File: src/rtl/dbg_frame_streamer_pkg.sv
`default_nettype none
// +----------------------------------------------------------------------------+
// | Module   : dbg_frame_streamer_pkg                                          |
// | Purpose  : Shared types and constants for the debug frame streamer:       |
// |            FSM state encoding, ASCII header/trailer bytes and a helper    |
// |            that maps a byte index within a frame to the byte value.       |
// | Ports    : none (package)                                                  |
// | Revision : 1.0  initial release                                            |
// +----------------------------------------------------------------------------+
package dbg_frame_streamer_pkg;

  typedef enum logic [1:0] {
    IDLE = 2'd0,
    LOAD = 2'd1,
    SEND = 2'd2,
    GAP  = 2'd3
  } dbg_state_t;

  localparam logic [7:0] DBG_HDR_D     = 8'h44;  // 'D'
  localparam logic [7:0] DBG_HDR_B     = 8'h42;  // 'B'
  localparam logic [7:0] DBG_HDR_G     = 8'h47;  // 'G'
  localparam logic [7:0] DBG_HDR_CH0   = 8'h30;  // '0', channel digit base
  localparam logic [7:0] DBG_HDR_COLON = 8'h3A;  // ':'
  localparam logic [7:0] DBG_HDR_SPACE = 8'h20;  // ' '
  localparam logic [7:0] DBG_CR        = 8'h0D;
  localparam logic [7:0] DBG_LF        = 8'h0A;

  localparam int DBG_HDR_LEN = 6;
  localparam int DBG_TRL_LEN = 2;

  // Byte at position idx of a frame: 6 header bytes, plen payload bytes
  // counting up from base (8-bit wrap), then CR LF.
  function automatic logic [7:0] dbg_frame_byte(
    input logic [8:0] idx,
    input logic [7:0] ch,
    input logic [7:0] base,
    input logic [8:0] plen
  );
    logic [8:0] pidx;
    logic [8:0] tidx;
    pidx = idx - 9'(DBG_HDR_LEN);
    tidx = pidx - plen;
    if (idx == 9'd0)      return DBG_HDR_D;
    else if (idx == 9'd1) return DBG_HDR_B;
    else if (idx == 9'd2) return DBG_HDR_G;
    else if (idx == 9'd3) return DBG_HDR_CH0 + ch;
    else if (idx == 9'd4) return DBG_HDR_COLON;
    else if (idx == 9'd5) return DBG_HDR_SPACE;
    else if (pidx < plen) return base + pidx[7:0];
    else if (tidx == 9'd0) return DBG_CR;
    else                  return DBG_LF;
  endfunction

endpackage
`default_nettype wire

File: src/rtl/dbg_frame_streamer_trig_debounce.sv
`default_nettype none
// +----------------------------------------------------------------------------+
// | Module   : dbg_frame_streamer_trig_debounce                                |
// | Purpose  : Conditions one raw trigger: 2-flop synchroniser, debounce      |
// |            counter and a one-cycle pulse on a rising edge of the          |
// |            debounced (stable) level.                                      |
// | Ports    : clk    - system clock                                           |
// |            resetb - asynchronous active-low reset                          |
// |            din    - raw asynchronous trigger input                         |
// |            rise   - one-cycle pulse when the stable level goes 0 -> 1      |
// | Revision : 1.0  initial release                                            |
// +----------------------------------------------------------------------------+
module dbg_frame_streamer_trig_debounce #(
  parameter int DEBOUNCE_CYCLES = 270000
) (
  input  logic clk,
  input  logic resetb,
  input  logic din,
  output logic rise
);

  localparam int CNT_W = $clog2(DEBOUNCE_CYCLES + 1);
  localparam logic [CNT_W-1:0] CNT_LAST = CNT_W'(DEBOUNCE_CYCLES - 1);

  logic             sync_q1;
  logic             sync_q2;
  logic             stable;
  logic             stable_d;
  logic [CNT_W-1:0] cnt;

  always_ff @(posedge clk or negedge resetb) begin
    if (!resetb) begin
      sync_q1 <= 1'b0;
      sync_q2 <= 1'b0;
    end else begin
      sync_q1 <= din;
      sync_q2 <= sync_q1;
    end
  end

  // cnt holds how many consecutive samples have disagreed with the stable
  // level; the sample that would make it DEBOUNCE_CYCLES flips the level.
  always_ff @(posedge clk or negedge resetb) begin
    if (!resetb) begin
      cnt      <= '0;
      stable   <= 1'b0;
      stable_d <= 1'b0;
    end else begin
      stable_d <= stable;
      if (sync_q2 == stable) begin
        cnt <= '0;
      end else if (cnt == CNT_LAST) begin
        cnt    <= '0;
        stable <= sync_q2;
      end else begin
        cnt <= cnt + 1'b1;
      end
    end
  end

  assign rise = stable & ~stable_d;

endmodule
`default_nettype wire

File: src/rtl/dbg_frame_streamer.sv
`default_nettype none
// +----------------------------------------------------------------------------+
// | Module   : dbg_frame_streamer                                              |
// | Purpose  : Multi-channel debug frame generator. Each debounced trigger    |
// |            rising edge queues a "DBGn: <payload>\r\n" frame which is      |
// |            streamed byte by byte over a valid/ready handshake with an     |
// |            optional inter-byte gap and a sticky handshake timeout flag.   |
// | Ports    : clk          - system clock                                     |
// |            resetb       - asynchronous active-low reset                    |
// |            trig_in      - raw trigger inputs, one per channel              |
// |            payload_base - first payload byte, sampled at frame start       |
// |            tx_ready     - downstream can accept a byte                     |
// |            tx_valid     - tx_data holds a byte to transmit                 |
// |            tx_data      - byte to transmit                                 |
// |            busy         - a frame is in progress                           |
// |            active_ch    - channel of the current or last frame             |
// |            err_timeout  - sticky handshake timeout flag                    |
// | Revision : 1.0  initial release                                            |
// +----------------------------------------------------------------------------+
module dbg_frame_streamer
  import dbg_frame_streamer_pkg::*;
#(
  parameter  int NUM_TRIG        = 2,
  parameter  int DEBOUNCE_CYCLES = 270000,
  parameter  int PAYLOAD_LEN     = 16,
  parameter  int GAP_CYCLES      = 16,
  parameter  int TIMEOUT_CYCLES  = 65535,
  localparam int CH_W            = (NUM_TRIG > 1) ? $clog2(NUM_TRIG) : 1
) (
  input  logic                clk,
  input  logic                resetb,
  input  logic [NUM_TRIG-1:0] trig_in,
  input  logic [7:0]          payload_base,
  input  logic                tx_ready,
  output logic                tx_valid,
  output logic [7:0]          tx_data,
  output logic                busy,
  output logic [CH_W-1:0]     active_ch,
  output logic                err_timeout
);

  localparam int FRAME_LEN = DBG_HDR_LEN + PAYLOAD_LEN + DBG_TRL_LEN;
  localparam logic [8:0] LAST_IDX = 9'(FRAME_LEN - 1);
  localparam logic [8:0] PLEN     = 9'(PAYLOAD_LEN);

  localparam int GAP_W = (GAP_CYCLES > 1) ? $clog2(GAP_CYCLES) : 1;
  localparam logic [GAP_W-1:0] GAP_LAST =
      (GAP_CYCLES > 0) ? GAP_W'(GAP_CYCLES - 1) : '0;

  localparam int TO_W = $clog2(TIMEOUT_CYCLES + 1);
  localparam logic [TO_W-1:0] TO_LAST = TO_W'(TIMEOUT_CYCLES - 1);

  dbg_state_t          state;
  dbg_state_t          state_nxt;
  logic [NUM_TRIG-1:0] rise;
  logic [NUM_TRIG-1:0] pending;
  logic [NUM_TRIG-1:0] grant_mask;
  logic [CH_W-1:0]     grant_ch;
  logic                any_pending;
  logic                take;
  logic [8:0]          byte_idx;
  logic [7:0]          base_q;
  logic [GAP_W-1:0]    gap_cnt;
  logic [TO_W-1:0]     wait_cnt;
  logic                accept;
  logic                last_byte;
  logic                gap_done;
  logic                timeout;

  // --------------------------------------------------------------------------
  // Input conditioning, one debouncer per channel
  // --------------------------------------------------------------------------
  generate
    for (genvar g = 0; g < NUM_TRIG; g++) begin : g_trig
      dbg_frame_streamer_trig_debounce #(
        .DEBOUNCE_CYCLES(DEBOUNCE_CYCLES)
      ) u_deb (
        .clk   (clk),
        .resetb(resetb),
        .din   (trig_in[g]),
        .rise  (rise[g])
      );
    end
  endgenerate

  // Lowest pending index wins: scan downwards so the lowest hit is kept.
  always_comb begin
    grant_mask  = '0;
    grant_ch    = '0;
    any_pending = |pending;
    for (int i = NUM_TRIG - 1; i >= 0; i--) begin
      if (pending[i]) begin
        grant_mask    = '0;
        grant_mask[i] = 1'b1;
        grant_ch      = CH_W'(i);
      end
    end
  end

  assign take      = (state == IDLE) && any_pending;
  assign accept    = (state == SEND) && tx_ready;
  assign last_byte = (byte_idx == LAST_IDX);
  assign gap_done  = (gap_cnt == GAP_LAST);
  assign timeout   = (state == SEND) && !tx_ready && (wait_cnt == TO_LAST);

  // An edge on a channel that is already pending is absorbed by the OR; the
  // granted bit is cleared in the same cycle, dropping a coincident edge too.
  always_ff @(posedge clk or negedge resetb) begin
    if (!resetb) begin
      pending <= '0;
    end else begin
      pending <= (pending | rise) & ~(take ? grant_mask : '0);
    end
  end

  // --------------------------------------------------------------------------
  // FSM: state register / next state / outputs
  // --------------------------------------------------------------------------
  always_ff @(posedge clk or negedge resetb) begin
    if (!resetb) begin
      state <= IDLE;
    end else begin
      state <= state_nxt;
    end
  end

  always_comb begin
    state_nxt = state;
    case (state)
      IDLE: if (any_pending) state_nxt = LOAD;
      LOAD: state_nxt = SEND;
      SEND: begin
        if (accept) begin
          if (last_byte)            state_nxt = IDLE;
          else if (GAP_CYCLES == 0) state_nxt = SEND;
          else                      state_nxt = GAP;
        end else if (timeout) begin
          state_nxt = IDLE;
        end
      end
      GAP:  if (gap_done) state_nxt = SEND;
      default: state_nxt = IDLE;
    endcase
  end

  always_comb begin
    tx_valid = 1'b0;
    tx_data  = 8'h00;
    busy     = 1'b1;
    case (state)
      IDLE: busy = 1'b0;
      SEND: begin
        tx_valid = 1'b1;
        tx_data  = dbg_frame_byte(byte_idx, 8'(active_ch), base_q, PLEN);
      end
      default: ;
    endcase
  end

  // --------------------------------------------------------------------------
  // Frame datapath: byte index, gap and handshake-wait counters, latches
  // --------------------------------------------------------------------------
  always_ff @(posedge clk or negedge resetb) begin
    if (!resetb) begin
      active_ch   <= '0;
      base_q      <= 8'h00;
      err_timeout <= 1'b0;
      byte_idx    <= '0;
      gap_cnt     <= '0;
      wait_cnt    <= '0;
    end else begin
      if (take) begin
        active_ch   <= grant_ch;
        base_q      <= payload_base;
        err_timeout <= 1'b0;
      end
      if (state == LOAD) begin
        byte_idx <= '0;
        wait_cnt <= '0;
      end
      if (state == SEND) begin
        if (accept) begin
          byte_idx <= byte_idx + 1'b1;
          wait_cnt <= '0;
          gap_cnt  <= '0;
        end else if (timeout) begin
          err_timeout <= 1'b1;
        end else begin
          wait_cnt <= wait_cnt + 1'b1;
        end
      end
      if (state == GAP) begin
        gap_cnt <= gap_cnt + 1'b1;
      end
    end
  end

endmodule
`default_nettype wire
File: config.mk
export PLATFORM = sky130hd
export DESIGN_NAME = dbg_frame_streamer
export DESIGN_NICKNAME = d
export VERILOG_FILES = /design/src/rtl/dbg_frame_streamer_pkg.sv /design/src/rtl/dbg_frame_streamer_trig_debounce.sv /design/src/rtl/dbg_frame_streamer.sv
export SDC_FILE = /design/constraint.sdc
export NUM_CORES = 1
export LEC_CHECK = 0
export BUFFER_PORTS_ARGS = -buffer_cell sky130_fd_sc_hd__buf_2
export CAP_MARGIN = 20
export CORE_ASPECT_RATIO = 0.7
export CORE_MARGIN = 2
export CORE_UTILIZATION = 29
export DETAILED_ROUTE_END_ITERATION = 8
export HOLD_SLACK_MARGIN = 0.12
export SKIP_CTS_REPAIR_TIMING = 1
export SYNTH_ARGS = -nofsm -noshare
export SYNTH_HDL_FRONTEND = slang
export SYNTH_HIERARCHICAL = 1
export SYNTH_SLANG_ARGS = --single-unit
File: constraint.sdc
create_clock -name clk -period 3 [get_ports clk]
set_clock_uncertainty 0.05 [all_clocks]
set_input_delay 0.15 -clock clk [delete_from_list [all_inputs] [get_ports clk]]
set_output_delay 0.15 -clock clk [all_outputs]
set_load 0.02 [all_outputs]
==> results.py <==
metrics = {
    "run_status": {
        "run_status": "finished clean",
    },
    "global_routing": {
        "globalRoute.busiestLayer": "met1",
        "gr-total-overflow": 0,
        "antenna_found_initial": 0,
        "gr-usage-met1_pct": 18.7,
        "grt_max_degree": 41,
        "global_route.usage.total_pct": 12.4,
        "globalRouteMet2Util_pct": 17.4,
        "grt_pass1_wl_um": 19700,
        "grtUsageMet3_pct": 3.51,
        "grt_pass1_vias": 3833,
    },
    "critical_path": {
        "worst_setup_path_start_kind": "flop",
        "worst-setup-path-type": "flop to output port",
        "crit_fanout": 3,
        "r2r_cells": 6,
        "cp_data_required_time_ns": 2.80,
        "path_buf_inv": 2,
        "cpLargestDelayFamily": "compound AO/OA/AOI/OAI gates",
        "critical_path.endpoint_type": "output port",
        "crit_arrival_ns": 2.70,
        "timing.critical_path.slowest_stage_cell": "dfrtp_2",
        "critical_path.reg2reg.endpoint": "g_trig[0].u_deb/cnt[8]$_DFF_PN0_",
        "timing.critical_path.slowest_cell_delay_ns": 0.43,
        "crit_chain": "buf_4 -> ha_4 -> nor3_2 -> xor2_1 -> ha_1 -> nor2b_1 -> a221o_1 -> a211oi_2 -> nor3_1 -> o21a_1 -> buf_2",
        "setup.reg_to_reg.worst_slack_ns": 0.79,
        "crit-reg2reg-launch": "g_trig[0].u_deb/cnt[0]$_DFF_PN0_",
    },
    "timing": {
        "rsz0062_at_grt": "yes",
        "report.final.slew_viol_count": 0,
        "whs_ns": 0.254,
        "finalCritPeriodShare_pct": 96.6,
        "final.min_clock_period_ns": 2.90,
        "finalHoldViolCount": 0,
        "slew_headroom_pct": 51.5,
        "setup-violations-final": 0,
        "highest_clock_rate_mhz": 345,
        "setup_tns_ns": 0,
        "transition_at_the_pin_with_the_smallest_max_transition_slack_ns": 0.725,
    },
    "clocking": {
        "clock-sinks": 89,
        "tritoncts": "done",
        "clkSlewWorstSetupHoldPaths_ns": 0.06,
        "cts_buffers": 9,
        "root_buffer": "clkbuf_16",
        "cts_buffer_depth": 2,
        "cts_max_level": 3,
        "clock_insertion_delay_at_the_later_pin_of_the_skew_report_ns": 0.34,
    },
    "power": {
        "vdd_ir_drop_max_v": 0.000242,
        "power_density_nw_per_um2": 394,
        "p_leak_uw": 0.00266,
    },
    "cells_and_area": {
        "fin_nets": 633,
        "fillerInstances": 1832,
        "combined_area_of_the_multi_input_logic_cells_um2": 2940,
        "drive_gt1_share_pct": 16.8,
        "insertedDiodeCount": 0,
        "area.growth.synth_to_final_pct": 16.4,
        "sequential_cell_area_um2": 2230,
    },
    "flow_run": {
        "drv_cap": 0,
    },
    "yosys": {
        "post_synth_num_cell_types": 75,
        "postSynthRegisterBits": 89,
        "netlist_area_pre_place_um2": 5320,
        "yosysTopAreaCell": "dfrtp_1",
        "synth_edf_count": 0,
        "synth.yosys.seq_area_share_pct": 41.9,
        "netlist_top_cells_count": "dfrtp_1 (89), nor2_1 (63), nand2_1 (45), o21ai_0 (34), xor2_1 (32)",
        "yosys_warnings": 6,
        "postSynthCellCount": 566,
        "post_synth.cell_area_avg_um2": 9.40,
        "dominant_register_cell_in_the_synthesized_netlist": "dfrtp_1",
        "post_synth_main_area_contributors": "dfrtp_1 (42%), xor2_1 (5.3%), nor2_1 (4.4%)",
        "cell_with_the_most_instances_after_synthesis": "dfrtp_1",
        "ys_async_sr_fraction_pct": 100,
        "mappedNetlistNets": 597,
        "yosysTopAreaCellShare_pct": 41.9,
    },
    "floorplan": {
        "initial_core_util_pct": 29.5,
        "floorplan.io_pins": 25,
        "die_w_um": 166,
        "std_cell_rows": 41,
        "floorplan.die.height_um": 117,
        "core_area_um2": 18000,
        "design.die.area_um2": 19500,
    },
    "min_path": {
        "worstHoldStart": "tx_ready",
        "timing.hold.worst_path_depth": 3,
        "min_delay_worst_endpoint": "byte_idx[0]$_DFF_PN0_",
        "hp-class": "primary input to flop",
    },
    "routing": {
        "routed_wl_um": 11900,
        "drtPass1Iterations": 5,
        "drtAntennaViolNets": 0,
        "dr_total_vias": 4251,
        "dr.first_iter.drc_count": 374,
        "routedWlPerCell_um": 14.2,
        "drc": 0,
        "drt-vias-per-instance": 5.04,
    },
    "placed_design": {
        "gpl.final_weighted_congestion": 0.817,
        "detailed_place_hpwl_um": 8420,
        "port_buffers": 24,
    },
}
-- state kept, by name, summed over array words and instances (netlist names) --
signal and cells:
g_trig.u_deb/cnt 38, wait_cnt 16, byte_idx 9, base_q 8, gap_cnt 4, g_trig.u_deb/stable 2, g_trig.u_deb/stable_d 2, g_trig.u_deb/sync_q1 2
g_trig.u_deb/sync_q2 2, pending 2, state 2, active_ch 1, err_timeout 1
-- through the flow --
step / instance area [um^2] / utilization (%) / cells / power, uW / worst slack (ns)
floorplan: 5320 / - / 566 / 1260 / 0.414
global placement: 5640 / 31.3 / 810 / 1300 / 0.301
detailed placement: 5640 / 31.3 / 810 / 1300 / 0.284
CTS: 5940 / 33.0 / 826 / 2470 / -0.0977
global route: 6190 / 34.4 / 843 / 2560 / -0.0671
finish: 6190 / 34.4 / 843 / 2440 / 0.103
-- where the power goes --
| part | switching, uW | total [uW] | internal (uW) |
|---|---|---|---|
| registers | 7.99 | 1220 | 1210 |
| clock network | 498 | 1150 | 654 |
| logic | 43.5 | 71.4 | 27.9 |
| total | 549 | 2440 | 1890 |
-- worst register-to-register path: stages (launching register included) --
cell     delay [ns]
dfrtp_1        0.39
ha_1           0.22
and4_1         0.38
nand4_2        0.20
o41ai_4        0.51
buf_4          0.29
nor2_1         0.07
-- cell usage in the layout (no fill, tap or decap), types with 7 or more instances in the layout --
cell	netlist	layout
a21oi_1	28	27
a31oi_1	11	11
and3_1	7	7
buf_2	7	22
buf_4	1	18
clkbuf_16	0	9
dfrtp_1	89	88
dlygate4sd3_1	0	11
ha_1	17	16
inv_1	12	12
mux2_2	10	10
mux2i_1	7	7
nand2_1	45	45
nand3_1	29	29
nand4_1	16	16
nor2_1	63	63
nor3_1	17	16
o21ai_0	34	32
or3_1	10	10
xor2_1	32	31
-- cells by family (layout without fill, tap and decap cells) --
family / count (synthesis) / after routing / share of synthesized area [%]
AND/OR/NAND/NOR: 242 / 242 / 24.1
AO/OA/AOI/OAI: 122 / 122 / 15.7
flip-flops: 89 / 89 / 41.9
buffers and inverters: 41 / 82 / 4.42
XOR/XNOR: 37 / 37 / 6.09
adder cells (fa/ha/maj): 18 / 18 / 4.38
multiplexers: 17 / 17 / 3.43
-- worst max-delay path by stage --
stage                                     start         end  slack (ns)  cells after the start
final                     byte_idx[2]$_DFF_PN0_  tx_data[6]        0.10                     11
after global routing      byte_idx[2]$_DFF_PN0_  tx_data[6]       -0.07                      9
after global placement    byte_idx[1]$_DFF_PN0_  tx_data[6]        0.30                      9
after CTS                 byte_idx[1]$_DFF_PN0_  tx_data[6]        -0.1                      9
after detailed placement  byte_idx[1]$_DFF_PN0_  tx_data[6]        0.28                      9
after floorplan           byte_idx[1]$_DFF_PN0_  tx_data[6]        0.41                      9
-- metal layers --
layer  vias to the layer above  part of all wire [%]
li1                       2122                     -
met1                      2027                    53
met2                        93                    42
met3                         9                   4.4
met4                         0                  0.81
met5                         -                     0
-- cell type report --
class                           instances  area share, %
Clock inverter                          7           1.25
Multi-Input combinational cell        436           47.5
Inverter                               13          0.788
Sequential cell                        89           36.0
Timing Repair Buffer                   53           6.10
Clock buffer                            9           3.64
Tap cell                              236           4.77
Power figures use the tool's default switching activity.
